[src/rtl/pitch_pkg.sv]
// pitch_pkg: note period bounds and classifier FSM states shared by pitch_detect.
package pitch_pkg;
    localparam int NUM_NOTES = 32;

    typedef enum logic [1:0] {S_WAIT, S_CLASSIFY, S_DECIDE} state_t;

    // bound[k] = floor(400 * 2^(-k/12)), descending: shortest accepted period per note
    localparam logic [15:0] BOUND [NUM_NOTES] = '{
        16'd400, 16'd377, 16'd356, 16'd336, 16'd317, 16'd299, 16'd282, 16'd266,
        16'd251, 16'd237, 16'd224, 16'd211, 16'd200, 16'd188, 16'd178, 16'd168,
        16'd158, 16'd149, 16'd141, 16'd133, 16'd125, 16'd118, 16'd112, 16'd105,
        16'd100, 16'd94,  16'd89,  16'd84,  16'd79,  16'd74,  16'd70,  16'd66
    };
endpackage

[src/rtl/pitch_bound_rom.sv]
// pitch_bound_rom: combinational lookup of the lower period bound for a note index.
module pitch_bound_rom
    import pitch_pkg::*;
#(
    parameter int PERIOD_W = 16
) (
    input  logic [4:0]          idx,
    output logic [PERIOD_W-1:0] bound
);
    assign bound = PERIOD_W'(BOUND[idx]);
endmodule

[src/rtl/pitch_detect.sv]
// pitch_detect: recovers the note index from an audio level stream by timing
// hysteretic rising mid-level crossings and classifying the period against the note table.
module pitch_detect
    import pitch_pkg::*;
#(
    parameter int BITS     = 6,
    parameter int HYST     = 2,
    parameter int PERIOD_W = 16,
    parameter int TIMEOUT  = 1024
) (
    input  logic            clock,
    input  logic            reset,
    input  logic            sample_valid,
    input  logic [BITS-1:0] level,
    output logic [4:0]      freq_id,
    output logic            new_f,
    output logic            tone_present
);
    localparam int HI = 2 ** (BITS - 1) + HYST;
    localparam int LO = 2 ** (BITS - 1) - HYST;

    state_t              state;
    logic                phase;
    logic                armed;
    logic                cand_valid;
    logic                oor;
    logic [4:0]          cand;
    logic [4:0]          idx;
    logic [PERIOD_W-1:0] count;
    logic [PERIOD_W-1:0] count_inc;
    logic [PERIOD_W-1:0] period;
    logic [PERIOD_W-1:0] bound;
    logic                rise;
    logic                timeout;

    pitch_bound_rom #(.PERIOD_W(PERIOD_W)) u_rom (.idx(idx), .bound(bound));

    assign count_inc = &count ? count : count + 1'b1;
    assign rise      = sample_valid && !phase && int'(level) >= HI;
    assign timeout   = sample_valid && !rise && count == PERIOD_W'(TIMEOUT - 1);

    // count holds samples since the last rising edge, so the period ending on an edge is count+1
    always_ff @(posedge clock or negedge reset) begin
        if (!reset) begin
            state        <= S_WAIT;
            phase        <= 1'b0;
            armed        <= 1'b0;
            cand_valid   <= 1'b0;
            oor          <= 1'b0;
            cand         <= '0;
            idx          <= '0;
            count        <= '0;
            period       <= '0;
            freq_id      <= '0;
            new_f        <= 1'b0;
            tone_present <= 1'b0;
        end else begin
            new_f <= 1'b0;
            if (sample_valid) begin
                phase <= phase ? int'(level) > LO : int'(level) >= HI;
                count <= rise ? '0 : count_inc;
            end
            if (rise)
                armed <= 1'b1;
            case (state)
                S_WAIT: begin
                    if (rise && armed) begin
                        period <= count_inc;
                        idx    <= '0;
                        state  <= S_CLASSIFY;
                    end
                end
                S_CLASSIFY: begin
                    if (period >= bound) begin
                        oor   <= 1'b0;
                        state <= S_DECIDE;
                    end else if (&idx) begin
                        oor   <= 1'b1;
                        state <= S_DECIDE;
                    end else begin
                        idx <= idx + 1'b1;
                    end
                end
                S_DECIDE: begin
                    state <= S_WAIT;
                    if (oor) begin
                        tone_present <= 1'b0;
                        cand_valid   <= 1'b0;
                    end else if (cand_valid && idx == cand && (idx != freq_id || !tone_present)) begin
                        freq_id      <= idx;
                        tone_present <= 1'b1;
                        new_f        <= 1'b1;
                    end else begin
                        cand       <= idx;
                        cand_valid <= 1'b1;
                    end
                end
                default: state <= S_WAIT;
            endcase
            if (timeout) begin
                tone_present <= 1'b0;
                armed        <= 1'b0;
                cand_valid   <= 1'b0;
            end
        end
    end
endmodule
[config.mk]
export PLATFORM = sky130hd
export DESIGN_NAME = pitch_detect
export DESIGN_NICKNAME = d
export VERILOG_FILES = /design/src/rtl/pitch_pkg.sv /design/src/rtl/pitch_bound_rom.sv /design/src/rtl/pitch_detect.sv
export SDC_FILE = /design/constraint.sdc
export NUM_CORES = 1
export LEC_CHECK = 0
export CAP_MARGIN = 20
export CORE_MARGIN = 5
export CORE_UTILIZATION = 53
export CTS_BUF_LIST = sky130_fd_sc_hd__clkbuf_4
export DETAILED_ROUTE_END_ITERATION = 7
export HOLD_SLACK_MARGIN = 0.06
export PLACE_DENSITY = 0.71
export SLEW_MARGIN = 20
export SYNTH_ARGS = -nofsm -noshare
export SYNTH_HDL_FRONTEND = slang
export SYNTH_SLANG_ARGS = --single-unit
[constraint.sdc]
create_clock -name clock -period 5.05 [get_ports clock]
set_input_delay 0.505 -clock clock [delete_from_list [all_inputs] [get_ports clock]]
set_output_delay 0.505 -clock clock [all_outputs]
set_load 0.05 [all_outputs]
Word level (Yosys, flattened, before mapping)
Memory sizes are Yosys's and may differ from the RTL's.
Cells that the tools add are included.
Word-level totals
  memory bits (read-only): 512
  bits in latches: 0
  logic and storage cells: 87
  memories: 1
  output and inout port bits: 7
  memory bits (writable): 0
  bits in registers: 55
  input bits: 9
Memories
  (no name shown): words 32, bits a word 16, read ports 1, clocked after Yosys merged registers in 0, wr ports 0, line pitch_bound_rom.sv:10  | assign bound = PERIOD_W'(BOUND[idx]);
Cells by class
  reduce and logical (&&, ||, !) cells: 27
  equal/unequal tests: 10
  div/mod/pow operators: 0
  mux-type cells: 28
  shifts and indexed selects: 0
  $add $sub $neg: 2
  bitwise logic cells: 3
  multiply operators: 0
  magnitude comparators: 4
Operators with widths (number)
  $mux W16: 4
  $add A16 B1 Y16 const B: 1
  $eq A16 B10 Y1 const B: 1
  $ge A16 B16 Y1: 1
  $mux W1: 16
  $reduce_and A16 Y1: 1
  $mux W5: 3
  $ge A6 B6 Y1 const B: 2
  $pmux W5 S2: 1
  $reduce_and A2 Y1: 5
  $reduce_bool A2 Y1: 4
  $logic_and A1 B1 Y1: 7
  $gt A6 B5 Y1 const B: 1
  $mux W2: 3
  $ne A2 B2 Y1 const B: 3
  $ne A3 B3 Y1 const B: 2
  $not A5 Y6: 1
  $reduce_and A3 Y1: 2
  $add A5 B1 Y5 const B: 1
  $eq A5 B5 Y1: 1
  $ne A5 B5 Y1: 1
  $reduce_and A5 Y1: 1
  $pmux W2 S2: 1
  $reduce_and A4 Y1: 1
  7 further kinds: 10

Depth between registers and ports, before layout
  word-level depth: 8
  gate-level depth with buffers: 15

Modules after synthesis
Synthesis repeated with hierarchy kept, for this count alone.
Second synthesis, totals
  cells, all modules: 414
  area, all modules: 3688.5 um^2
By module, submodules not included
  pitch_detect: cells an instance 341, seq. area each 1376.3 um^2, times used 1, area an instance 3153.0 um^2
  pitch_bound_rom: cells an instance 73, seq. area each 0.0 um^2, times used 1, area an instance 535.5 um^2

Least setup slack after synthesis
OpenSTA, ideal clock, no wires.
  kind: flip-flop to flip-flop
  from: register idx[1]
  to: register idx[1]
  buffers on the path: 1
  setup time: 67 ps
  data required time: 4983 ps
  cell stages (with the launch flop): 12
  arrival time: 2977 ps
  path slack: 2005 ps
  cell sequence: dfrtp_1 > buf_2 > inv_1 > ha_1 > nand2b_1 > mux4_2 > ha_1 > a211oi_1 > o21ai_1 > a221oi_2 > nor2b_1 > a32o_1
On the way
  cells in the longest elaborated chain, start to end: 7
  elaborated cells between the ends (all ways): 13
RTL lines
  from (decl): line pitch_detect.sv:28  | logic [4:0] idx;
  from (signal assigned): line pitch_detect.sv:81  | idx <= idx + 1'b1;
  $not A5 Y6 (implied by the code): line pitch_bound_rom.sv:10
  $mem_v2 Z32 W16
  $mux W16 (implied by the code) (2 in a row): line pitch_bound_rom.sv:10
  $ge A16 B16 Y1: line pitch_detect.sv:74  | if (period >= bound) begin
  $ne A2 B2 Y1 (no line)
  $reduce_and A4 Y1 (no line)
Parallel ways exist; a longest one is shown, timed or not. The select of a mux whose other input is x is not followed.
A chain may end at the register's enable or synchronous reset.

Final worst setup path
Ends and elaborated chain as after synthesis.

==> results_dict.tcl <==
set metrics [dict create \
    cp_top_family "compound AO/OA/AOI/OAI gates" \
    status "finished clean" \
    postLayoutCellArea_sq_mm 0.00381 \
    dr.pass1.iters 5 \
    drive_above_1_share_pct 11.4 \
    worstMarginPinSlew_ns 0.936 \
    ys_seq_area_share_pct 37.7 \
    grt_setup_unrepaired "false" \
    routedWlPerCell_um 16.1 \
    path_depth 10 \
    pre_cts_slack_ns 1.52 \
    finalSetupViolCount 0 \
    clock_sinks 55 \
    rr_worst_depth 10 \
    wl_met1_mm 3.73 \
    max-vdd-ir-drop_uv 196 \
    crit_arrival_ns 3.89 \
    core-area_sq_mm 0.00676 \
    gp_congestion 0.856 \
    placedCellCount 468 \
    drtIter0Drc 226 \
    grt_first_pass_wirelength_mm 13.1 \
    remaining_drc_errors 0 \
    area_growth_pct 4.49 \
    post-route-period-util_pct 70.6 \
    crit_path_cell_trace "inv_1, ha_1, nand2b_1, mux4_2, ha_1, a211oi_1, o21ai_1, a221oi_2, nor2b_1, a32o_1" \
    placed_area_sq_mm 0.00377 \
    num-fill-cells 617 \
    fin_ws_ns 1.48 \
    syn-cell-area_sq_mm 0.00365 \
    diodes 0 \
    grt_max_degree 56 \
    relSlewSlack_pct 37.6 \
    synth-edff-count 0 \
    async_flop_share_pct 100 \
    fmax_mhz 280 \
    synth.top_cells.by_count "55 x dfrtp_1, 40 x nand2_1, 31 x a21oi_1" \
    via_count 2850 \
    synth.largest_area_cell "dfrtp_1" \
    power_mw 1.77 \
    cts_max_level 2 \
    synth-seq-cells 55 \
    synth_top_area_share_pct 37.7 \
    synth.most_common_cell "dfrtp_1" \
    dr_wl_met2_mm 3.55 \
    holdWs_ns 0.246 \
    avgSynthCellArea_sq_um 9.26 \
    num_io_pins 16 \
    clock-root-buffer "clkbuf_4" \
    track_usage_pct 18.9 \
    clk_pin_slew_ns 0.16 \
    antenna_found_initial 0 \
    overflow 0 \
    hold_viol 0 \
    fin_worst_skew_ns 0.0166 \
    power_per_cell_area_mw_per_mm2 463 \
    hpwl_mm 5.64 \
    cts_setup_buffers 0 \
    cp.required_ns 5.38 \
    floorplan.initialDensity_pct 54.0 \
    slowest_delay_ns 0.67 \
    die_y_um 93.0 \
    critPathBufInv 1 \
    syn_nets 422 \
    fin_tns_setup_ns 0 \
    cts_tree "built" \
    post_cts_resize_count 0 \
    instances_no_fill 475 \
    drv_cap 0 \
    crit_type "reg -> reg" \
    period_needed_ns 3.57 \
    p_leak_nw 1.68 \
    antenna_left 0 \
    port_buffers 15 \
    crit_path_frequent_cell "ha_1" \
    nNetsFinal 423 \
    end_kind "flop" \
    wl_mm 7.63 \
    std_cell_rows 30 \
    hold_buffers 0 \
    start_kind "flop" \
    ys.flop_type "dfrtp_1" \
    maxUsedRoutingLayer "met4" \
    min_path_type "in -> async" \
    vias_per_cell 6.00 \
    dieArea_sq_mm 0.00864 \
    cp_max_fo 15 \
    die_w_um 93.0 \
    critPathSlowestCell "dfrtp_1" \
    final_util_pct 56.4 \
    clk_path_buf_depth 2 \
    synth_cell_types 65 \
    yosysWarningCount 0 \
    synthTopCellsByArea "dfrtp_1 38%, ha_1 6.5%, a21oi_1 4.3%" \
    cts_buffers 5 \
    insertion_delay_ns 0.37 \
    routed-wl-met3_um 263 \
    syn_inst 394 \
    grt_pass1_vias 2620 \
    drv_slew 0 \
]
worst reg2reg max path: stages, from the launching register on:
cell,delay (ns)
dfrtp_1,0.67
inv_1,0.21
ha_1,0.42
nand2b_1,0.19
mux4_2,0.47
ha_1,0.19
a211oi_1,0.19
o21ai_1,0.11
a221oi_2,0.52
nor2b_1,0.34
a32o_1,0.21
kinds of logic after synthesis:
| family | Yosys count | share of synthesized area [%] |
|---|---|---|
| buf+inv | 39 | 5.76 |
| xor+xnor | 18 | 4.32 |
| simple gates | 129 | 19.1 |
| compound gates | 112 | 19.8 |
| fa+ha+maj | 19 | 6.52 |
| mux | 22 | 6.79 |
| flops | 55 | 37.7 |
cells in the final DEF, fill, tap and decap left out, types with 4 or more instances in the layout:
master            n
a21oi_1          31
o21ai_1           9
and4_1            4
nand4_1          10
dfrtp_1          55
nor2b_1           7
nand2b_1          4
o21ai_0          23
a31oi_1          14
mux2i_1           9
nor4_1            5
nand2_1          40
a211oi_1          5
buf_4             4
clkbuf_4          5
and3_1            4
xnor2_1          11
inv_1            14
a21o_1            4
nor3_1            5
nand3_1           7
ha_1             19
xor2_1            7
clkdlybuf4s50_1  14
mux2_2           11
nor2_1           24
layout make-up:
| type | count | area (sq um) | share of cell area (%) |
|---|---|---|---|
| Multi-Input combinational cell | 300 | 2060 | 54.1 |
| Sequential cell | 55 | 1380 | 36.1 |
| Timing Repair Buffer | 19 | 175 | 4.59 |
| Tap cell | 80 | 100 | 2.63 |
| Inverter | 14 | 52.6 | 1.38 |
| Clock buffer | 5 | 37.5 | 0.985 |
| Clock inverter | 2 | 8.76 | 0.230 |
report_power, final:
group / total [mW] / switching, mW / leakage, nW / internal [mW]
Sequential: 0.658 / 0.130 / 0.730 / 0.528
Combinational: 0.927 / 0.529 / 0.919 / 0.398
Clock: 0.180 / 0.131 / 0.0285 / 0.0498
flip-flops by register name, summed over array words and instances, names as in the netlist:
signal        cells
armed             1
cand              5
cand_valid        1
count            16
freq_id           5
idx               5
new_f             1
oor               1
period           16
phase             1
state             2
tone_present      1
metal layers:
metal,GRT usage [%],vias up
met5,0,-
met4,4.76,0
met3,2.98,8
met2,29.0,54
met1,28.0,1357
li1,-,1431
worst paths after layout:
kind / endpoint / slack [ns] / from
min: oor$_DFFE_PN0P_ / 0.25 / reset
min reg2reg: period[11]$_DFFE_PN0P_ / 0.50 / period[11]$_DFFE_PN0P_
max reg2reg: idx[1]$_DFFE_PN0P_ / 1.48 / idx[1]$_DFFE_PN0P_
max in group asynchronous: cand_valid$_DFFE_PN0P_ / 4.35 / reset
max: idx[1]$_DFFE_PN0P_ / 1.48 / idx[1]$_DFFE_PN0P_
min in group clock: period[11]$_DFFE_PN0P_ / 0.50 / period[11]$_DFFE_PN0P_
Note: power is estimated with default switching activity, not from simulation.
